$ cat src/rtl/lru_tag_store_4way_if.sv
// Request, response and LRU-tracker signals of the 4-way tag store, as seen
// from the store (slave) and from the controller/tracker side (master).
interface lru_tag_store_4way_if #(
  parameter int TAG_W  = 8,
  parameter int DATA_W = 16
);
  logic              req_valid_i;
  logic              req_ready_o;
  logic [1:0]        req_op_i;
  logic [TAG_W-1:0]  req_tag_i;
  logic [DATA_W-1:0] req_data_i;

  logic              resp_valid_o;
  logic              resp_ready_i;
  logic              resp_hit_o;
  logic [1:0]        resp_way_o;
  logic [DATA_W-1:0] resp_data_o;

  logic              lru_access_o;
  logic              lru_update_o;
  logic [1:0]        lru_index_o;
  logic [1:0]        lru_victim_i;

  modport slave (
    input  req_valid_i, req_op_i, req_tag_i, req_data_i, resp_ready_i, lru_victim_i,
    output req_ready_o, resp_valid_o, resp_hit_o, resp_way_o, resp_data_o,
           lru_access_o, lru_update_o, lru_index_o
  );

  modport master (
    output req_valid_i, req_op_i, req_tag_i, req_data_i, resp_ready_i, lru_victim_i,
    input  req_ready_o, resp_valid_o, resp_hit_o, resp_way_o, resp_data_o,
           lru_access_o, lru_update_o, lru_index_o
  );
endinterface

$ cat src/rtl/lru_tag_store_4way.sv
// Four-entry fully associative tag/data store. Each request walks
// IDLE -> EXEC -> RESP; the table, response and LRU pulse registers are all
// updated together at the end of EXEC.
module lru_tag_store_4way #(
  parameter int TAG_W  = 8,
  parameter int DATA_W = 16
) (
  input logic                  clk,
  input logic                  rst,
  lru_tag_store_4way_if.slave  bus
);

  typedef enum logic [1:0] {
    IDLE = 2'd0,
    EXEC = 2'd1,
    RESP = 2'd2
  } state_t;

  localparam logic [1:0] OP_LOOKUP = 2'b00;
  localparam logic [1:0] OP_WRITE  = 2'b01;
  localparam logic [1:0] OP_INVAL  = 2'b10;

  state_t state_reg, state_next;

  // latched request
  logic [1:0]        op_reg;
  logic [TAG_W-1:0]  tag_reg;
  logic [DATA_W-1:0] wdata_reg;

  // table: only the valid bits carry reset
  logic [3:0]        valid_reg;
  logic [TAG_W-1:0]  tag_mem  [4];
  logic [DATA_W-1:0] data_mem [4];

  // lookup results
  logic [3:0] hit_vec;
  logic       hit_any;
  logic [1:0] hit_way;
  logic       inv_any;
  logic [1:0] inv_way;
  logic [1:0] target_way;

  // response and LRU pulse registers
  logic              resp_hit_reg, resp_hit_next;
  logic [1:0]        resp_way_reg, resp_way_next;
  logic [DATA_W-1:0] resp_data_reg, resp_data_next;
  logic              access_reg, access_next;
  logic              update_reg, update_next;
  logic [1:0]        index_reg, index_next;

  logic accept;
  logic write_en;
  logic inval_en;

  assign accept = (state_reg == IDLE) && bus.req_valid_i;

  // Parallel tag compare; an invalid way never matches.
  generate
    for (genvar gi = 0; gi < 4; gi++) begin : g_cmp
      assign hit_vec[gi] = valid_reg[gi] && (tag_mem[gi] == tag_reg);
    end
  endgenerate

  // Lowest-index hit and lowest-index free way, then the write target.
  always_comb begin
    hit_any = |hit_vec;
    inv_any = ~&valid_reg;
    hit_way = 2'd0;
    inv_way = 2'd0;
    for (int i = 3; i >= 0; i--) begin
      if (hit_vec[i])    hit_way = 2'(i);
      if (!valid_reg[i]) inv_way = 2'(i);
    end
    if (hit_any)      target_way = hit_way;
    else if (inv_any) target_way = inv_way;
    else              target_way = bus.lru_victim_i;
  end

  // Next-state, response and LRU pulse decisions.
  always_comb begin
    state_next     = state_reg;
    resp_hit_next  = resp_hit_reg;
    resp_way_next  = resp_way_reg;
    resp_data_next = resp_data_reg;
    access_next    = 1'b0;
    update_next    = 1'b0;
    index_next     = index_reg;
    write_en       = 1'b0;
    inval_en       = 1'b0;
    case (state_reg)
      IDLE: begin
        if (bus.req_valid_i) state_next = EXEC;
      end
      EXEC: begin
        state_next     = RESP;
        resp_hit_next  = 1'b0;
        resp_way_next  = 2'd0;
        resp_data_next = '0;
        case (op_reg)
          OP_LOOKUP: begin
            if (hit_any) begin
              resp_hit_next  = 1'b1;
              resp_way_next  = hit_way;
              resp_data_next = data_mem[hit_way];
              access_next    = 1'b1;
              index_next     = hit_way;
            end
          end
          OP_WRITE: begin
            resp_hit_next = hit_any;
            resp_way_next = target_way;
            access_next   = 1'b1;
            index_next    = target_way;
            write_en      = 1'b1;
          end
          OP_INVAL: begin
            if (hit_any) begin
              resp_hit_next = 1'b1;
              resp_way_next = hit_way;
              update_next   = 1'b1;
              index_next    = hit_way;
              inval_en      = 1'b1;
            end
          end
          default: ;
        endcase
      end
      RESP: begin
        if (bus.resp_ready_i) state_next = IDLE;
      end
      default: state_next = IDLE;
    endcase
  end

  // State, response and LRU pulse registers.
  always_ff @(posedge clk) begin
    if (!rst) begin
      state_reg     <= IDLE;
      resp_hit_reg  <= 1'b0;
      resp_way_reg  <= 2'd0;
      resp_data_reg <= '0;
      access_reg    <= 1'b0;
      update_reg    <= 1'b0;
      index_reg     <= 2'd0;
    end else begin
      state_reg     <= state_next;
      resp_hit_reg  <= resp_hit_next;
      resp_way_reg  <= resp_way_next;
      resp_data_reg <= resp_data_next;
      access_reg    <= access_next;
      update_reg    <= update_next;
      index_reg     <= index_next;
    end
  end

  // Capture the accepted request for use in EXEC.
  always_ff @(posedge clk) begin
    if (accept) begin
      op_reg    <= bus.req_op_i;
      tag_reg   <= bus.req_tag_i;
      wdata_reg <= bus.req_data_i;
    end
  end

  // Valid bits: set on write commit, cleared on invalidate hit or reset.
  always_ff @(posedge clk) begin
    if (!rst) begin
      valid_reg <= 4'b0000;
    end else if (write_en) begin
      valid_reg[target_way] <= 1'b1;
    end else if (inval_en) begin
      valid_reg[hit_way] <= 1'b0;
    end
  end

  // Tag/data storage per way; a write abandoned by reset is not committed.
  generate
    for (genvar gi = 0; gi < 4; gi++) begin : g_way
      always_ff @(posedge clk) begin
        if (rst && write_en && (target_way == 2'(gi))) begin
          tag_mem[gi]  <= tag_reg;
          data_mem[gi] <= wdata_reg;
        end
      end
    end
  endgenerate

  assign bus.req_ready_o  = (state_reg == IDLE) && rst;
  assign bus.resp_valid_o = (state_reg == RESP);
  assign bus.resp_hit_o   = resp_hit_reg;
  assign bus.resp_way_o   = resp_way_reg;
  assign bus.resp_data_o  = resp_data_reg;
  assign bus.lru_access_o = access_reg;
  assign bus.lru_update_o = update_reg;
  assign bus.lru_index_o  = index_reg;

endmodule

$ cat src/flat_wrapper.sv
// flat-port wrapper written by rule: the top's interface ports become plain ports
module lru_tag_store_4way_flat 
#(
  parameter int TAG_W  = 8,
  parameter int DATA_W = 16
)
  (clk, rst, bus_req_valid_i, bus_req_op_i, bus_req_tag_i, bus_req_data_i, bus_resp_ready_i, bus_lru_victim_i, bus_req_ready_o, bus_resp_valid_o, bus_resp_hit_o, bus_resp_way_o, bus_resp_data_o, bus_lru_access_o, bus_lru_update_o, bus_lru_index_o);
  lru_tag_store_4way_if #(.TAG_W(TAG_W), .DATA_W(DATA_W)) bus_i ();
  input logic clk;
  input logic rst;
  input wire logic [$bits(bus_i.req_valid_i)-1:0] bus_req_valid_i;
  input wire logic [$bits(bus_i.req_op_i)-1:0] bus_req_op_i;
  input wire logic [$bits(bus_i.req_tag_i)-1:0] bus_req_tag_i;
  input wire logic [$bits(bus_i.req_data_i)-1:0] bus_req_data_i;
  input wire logic [$bits(bus_i.resp_ready_i)-1:0] bus_resp_ready_i;
  input wire logic [$bits(bus_i.lru_victim_i)-1:0] bus_lru_victim_i;
  output wire logic [$bits(bus_i.req_ready_o)-1:0] bus_req_ready_o;
  output wire logic [$bits(bus_i.resp_valid_o)-1:0] bus_resp_valid_o;
  output wire logic [$bits(bus_i.resp_hit_o)-1:0] bus_resp_hit_o;
  output wire logic [$bits(bus_i.resp_way_o)-1:0] bus_resp_way_o;
  output wire logic [$bits(bus_i.resp_data_o)-1:0] bus_resp_data_o;
  output wire logic [$bits(bus_i.lru_access_o)-1:0] bus_lru_access_o;
  output wire logic [$bits(bus_i.lru_update_o)-1:0] bus_lru_update_o;
  output wire logic [$bits(bus_i.lru_index_o)-1:0] bus_lru_index_o;
  assign bus_i.req_valid_i = bus_req_valid_i;
  assign bus_i.req_op_i = bus_req_op_i;
  assign bus_i.req_tag_i = bus_req_tag_i;
  assign bus_i.req_data_i = bus_req_data_i;
  assign bus_i.resp_ready_i = bus_resp_ready_i;
  assign bus_i.lru_victim_i = bus_lru_victim_i;
  assign bus_req_ready_o = bus_i.req_ready_o;
  assign bus_resp_valid_o = bus_i.resp_valid_o;
  assign bus_resp_hit_o = bus_i.resp_hit_o;
  assign bus_resp_way_o = bus_i.resp_way_o;
  assign bus_resp_data_o = bus_i.resp_data_o;
  assign bus_lru_access_o = bus_i.lru_access_o;
  assign bus_lru_update_o = bus_i.lru_update_o;
  assign bus_lru_index_o = bus_i.lru_index_o;
  lru_tag_store_4way #(.TAG_W(TAG_W), .DATA_W(DATA_W)) u_core (.clk(clk), .rst(rst), .bus(bus_i));
endmodule
$ cat config.mk
export PLATFORM = sky130hd
export DESIGN_NAME = lru_tag_store_4way_flat
export DESIGN_NICKNAME = d
export VERILOG_FILES = /design/src/rtl/lru_tag_store_4way_if.sv /design/src/rtl/lru_tag_store_4way.sv /design/src/flat_wrapper.sv
export SDC_FILE = /design/constraint.sdc
export NUM_CORES = 1
export LEC_CHECK = 0
export ABC_AREA = 0
export CAP_MARGIN = 20
export CORE_MARGIN = 2
export CORE_UTILIZATION = 40
export CTS_CLUSTER_DIAMETER = 120
export CTS_CLUSTER_SIZE = 40
export DETAILED_ROUTE_END_ITERATION = 7
export HOLD_SLACK_MARGIN = 0.15
export PLACE_DENSITY = 0.68
export SYNTH_ARGS = -nofsm -noshare
export SYNTH_HDL_FRONTEND = slang
export SYNTH_SLANG_ARGS = --single-unit
$ cat constraint.sdc
create_clock -name clk -period 4.5 [get_ports clk]
set_clock_uncertainty 0.2 [all_clocks]
set_input_delay 1.35 -clock clk [delete_from_list [all_inputs] [get_ports clk]]
set_output_delay 1.35 -clock clk [all_outputs]
set_load 0.005 [all_outputs]
==> summary.txt <==
Final layout
  • Reg with most FFs: u_core.data_mem
  • Share of layout cells above drive strength 1: 13.9%
  • Area of the multi-input gates: ~1500 um2
  • Register area: 4240 um2
  • P&R area growth vs syn: 23.0%
  • Post-Layout Inst Area: 7240 um2
  • Max reg flops: 64
  • Filler cells: roughly 1200
  • Final net count: 493
  • N_diodes: 0
  • Top Registers: u_core.data_mem x64, u_core.tag_mem x32

Placed design
  • Final HPWL DP: 7.15 mm
  • Post-DP Area: approximately 6700 um2
  • Post-Place Setup Slack: 363 ps
  • RD Place Congestion: 0.857
  • PortBufs: 56

Synth
  • Post-synth top area cell: edfxtp_1
  • Count of cell types in the netlist: 47
  • Synth Instances: about 400
  • Syn_nets: 423
  • YS warnings: 0
  • Post-Synthesis Cell Area: 5880 um2
  • Sequential share of the synthesized area: 72.2%
  • Synth Area per Inst: 15.0 um2
  • Synthesized flop and latch total: 151
  • Number of synthesized flops with an enable pin: approximately 120
  • Post-synth ARST share: 0%
  • Top cells by count, synth: edfxtp_1, a22oi_1, dfxtp_1
  • Post-synth top area share: 62.3%
  • Top-count cell post-synth: edfxtp_1
  • Primary FF master, synth: edfxtp_1
  • Main area contributors after synthesis: edfxtp_1, dfxtp_1, a22oi_1

Floorplan
  • Row count: 44
  • Die extent in x: 125 um
  • Num ports: 57
  • Area of the die: 15700 um2
  • Core area: 14400 um2
  • Chip height: 125 um
  • Starting density of the core: 40.8%

CTS
  • Longest Clk Path Bufs: 2
  • Root Buffer: clkbuf_16
  • TritonCTS clock tree: yes
  • Clk pin slew, worst setup/hold paths: 50 ps
  • # clock sinks: ~150
  • Hold buffers post-CTS: 0
  • TritonCTS Buffers: 17
  • Skew-Pair Late Insertion Delay: 420 ps
  • PostCTS Resize Cnt: 0
  • CTS HTree Levels: 4
  • Setup bufs post-CTS: 0

Hold path
  • Worst Hold Class: register to register
  • Hold Path Stages: 2

Worst setup path
  • R2r setup slk: approximately 1200 ps
  • Highest net fanout along the worst path: 2
  • Critical path buffers and inverters: 2
  • Startpoint Class: input pin
  • R2r startpoint: u_core.tag_reg[5]
  • Crit Path Class: input pin to output pin
  • CP cell instances: clkdlybuf4s50_1 -> nor3b_1 -> clkdlybuf4s50_1
  • Required @ worst endpoint: 2950 ps
  • Origin of the worst setup path: rst
  • Critical path's slowest cell: clkdlybuf4s50_1
  • Reg2Reg Capture Point: u_core.tag_mem[3][2]
  • Critical Path AT: 2570 ps
  • Number of cells on the critical path: 3
  • CP Capture Type: output pin
  • Cell mode on critical path: clkdlybuf4s50_1
  • Max stage delay on crit path: 540 ps
  • Reg2Reg Depth: 6
  • Worst setup endpoint: bus_req_ready_o
  • Cell family with most CP delay: buffers and inverters

Run
  • Max_cap viols: 0

Power and ir drop
  • Total power: 2.98 mW
  • Power Dens Cells: slightly above 400 nW/um2
  • Static Leak: approximately 2.4 nW
  • Max IR drop VDD: 0.000274 V

Timing
  • Min cycle time layout: 4120 ps
  • Worst rel slew slack: 46.3%
  • Setup TNS: 0 ps
  • Final setup viols: 0
  • RSZ-0062 raised after global routing: false
  • Max Clk Rate: 243 MHz
  • Final hold viol count: 0
  • Worst-Margin Slew: 805 ps
  • Worst Slack Setup Final: approximately 380 ps
  • Final Max Tran Viols: 0
  • Period utilisation layout: 91.6%

Drt
  • Routed vias/inst: 5.35
  • Drt first pass iters: 5
  • DRT antenna net count: 0
  • Routed len/inst: 17.9 um
  • Number of remaining DRC errors: 0
  • Iteration-0 DRC Markers: 347
  • Vias: 3522
  • WL final: 11.7 mm

GRT
  • Total GRT Usage: 15.8%
  • Vias in the first global route: about 3600
  • Wire length of the first global-routing pass: 19.1 mm
  • Largest net degree at the start of global routing: 28
  • Initial antenna violation count: 0
  • Gr ovfl total: 0

Run status
  • Status: completed
worst min path at each step:
stage                                         from                  endpoint  slack, ps
after floorplan           u_core.bus.resp_way_o[0]  u_core.bus.resp_way_o[0]        250
after global placement    u_core.bus.resp_way_o[0]  u_core.bus.resp_way_o[0]        250
after detailed placement  u_core.bus.resp_way_o[0]  u_core.bus.resp_way_o[0]        240
after CTS                 u_core.bus.resp_way_o[0]  u_core.bus.resp_way_o[0]        260
after global routing      u_core.bus.resp_way_o[1]  u_core.bus.resp_way_o[1]        290
final                     u_core.bus.resp_way_o[0]  u_core.bus.resp_way_o[0]        260
tightest hold or removal path, stage by stage (launching register included):
cell and delay (ps):
dfxtp_1 330, nand2_1 40, o21ai_0 50
metrics by stage:
step	hold WS (ps)	utilization, %	instances
floorplan	249	-	391
global placement	247	46.3	626
detailed placement	244	46.3	626
CTS	257	50.2	658
global route	292	50.2	658
finish	257	50.2	658
area by class of cell:
type,count,area share [%]
Clock buffer,20,6.31
Inverter,19,0.985
Multi-Input combinational cell,204,20.5
Timing Repair Buffer,68,8.99
Tap cell,184,3.18
Sequential cell,151,58.6
Clock inverter,12,1.42
routing by layer:
metal | share of wire [%] | up-vias | global-route usage (%)
met4 | 1.5 | 0 | 6.80
met2 | 47 | 121 | 24.2
li1 | - | 1668 | -
met1 | 46 | 1721 | 20.7
met3 | 6.3 | 12 | 5.13
met5 | 0 | - | 0
power breakdown:
part / leakage (nW) / switching [mW] / total [mW] / internal [mW]
Sequential: 1.35 / 0.0300 / 1.57 / 1.54
Combinational: 0.805 / 0.0405 / 0.0862 / 0.0457
Clock: 0.280 / 0.543 / 1.33 / 0.786
Total: 2.43 / 0.614 / 2.98 / 2.37
layout by cell type, fill, tap and decap left out, types with 9 or more instances in the layout:
cell type	netlist	routed
clkbuf_16	0	17
a22oi_1	32	32
clkdlybuf4s50_1	0	56
nand2_1	14	14
xor2_1	14	14
dfxtp_1	29	29
a31o_1	9	9
buf_4	2	12
inv_1	19	19
edfxtp_1	122	122
o21ai_0	10	10
o21ai_1	12	12
nor4_1	19	19
xnor2_1	18	18
cell families (layout without fill, tap and decap cells):
logic type | count (synthesis) | count (layout) | share of synthesized area (%)
DFF | 151 | 151 | 72.2
AOI/OAI and AO/OA | 96 | 96 | 12.3
and+or+nand+nor | 75 | 75 | 7.68
muxes | 1 | 1 | 0.170
xor gates and xnor gates | 32 | 32 | 4.76
buffers and inverters | 36 | 119 | 2.91
No activity file was read; power rests on OpenSTA's default activity.
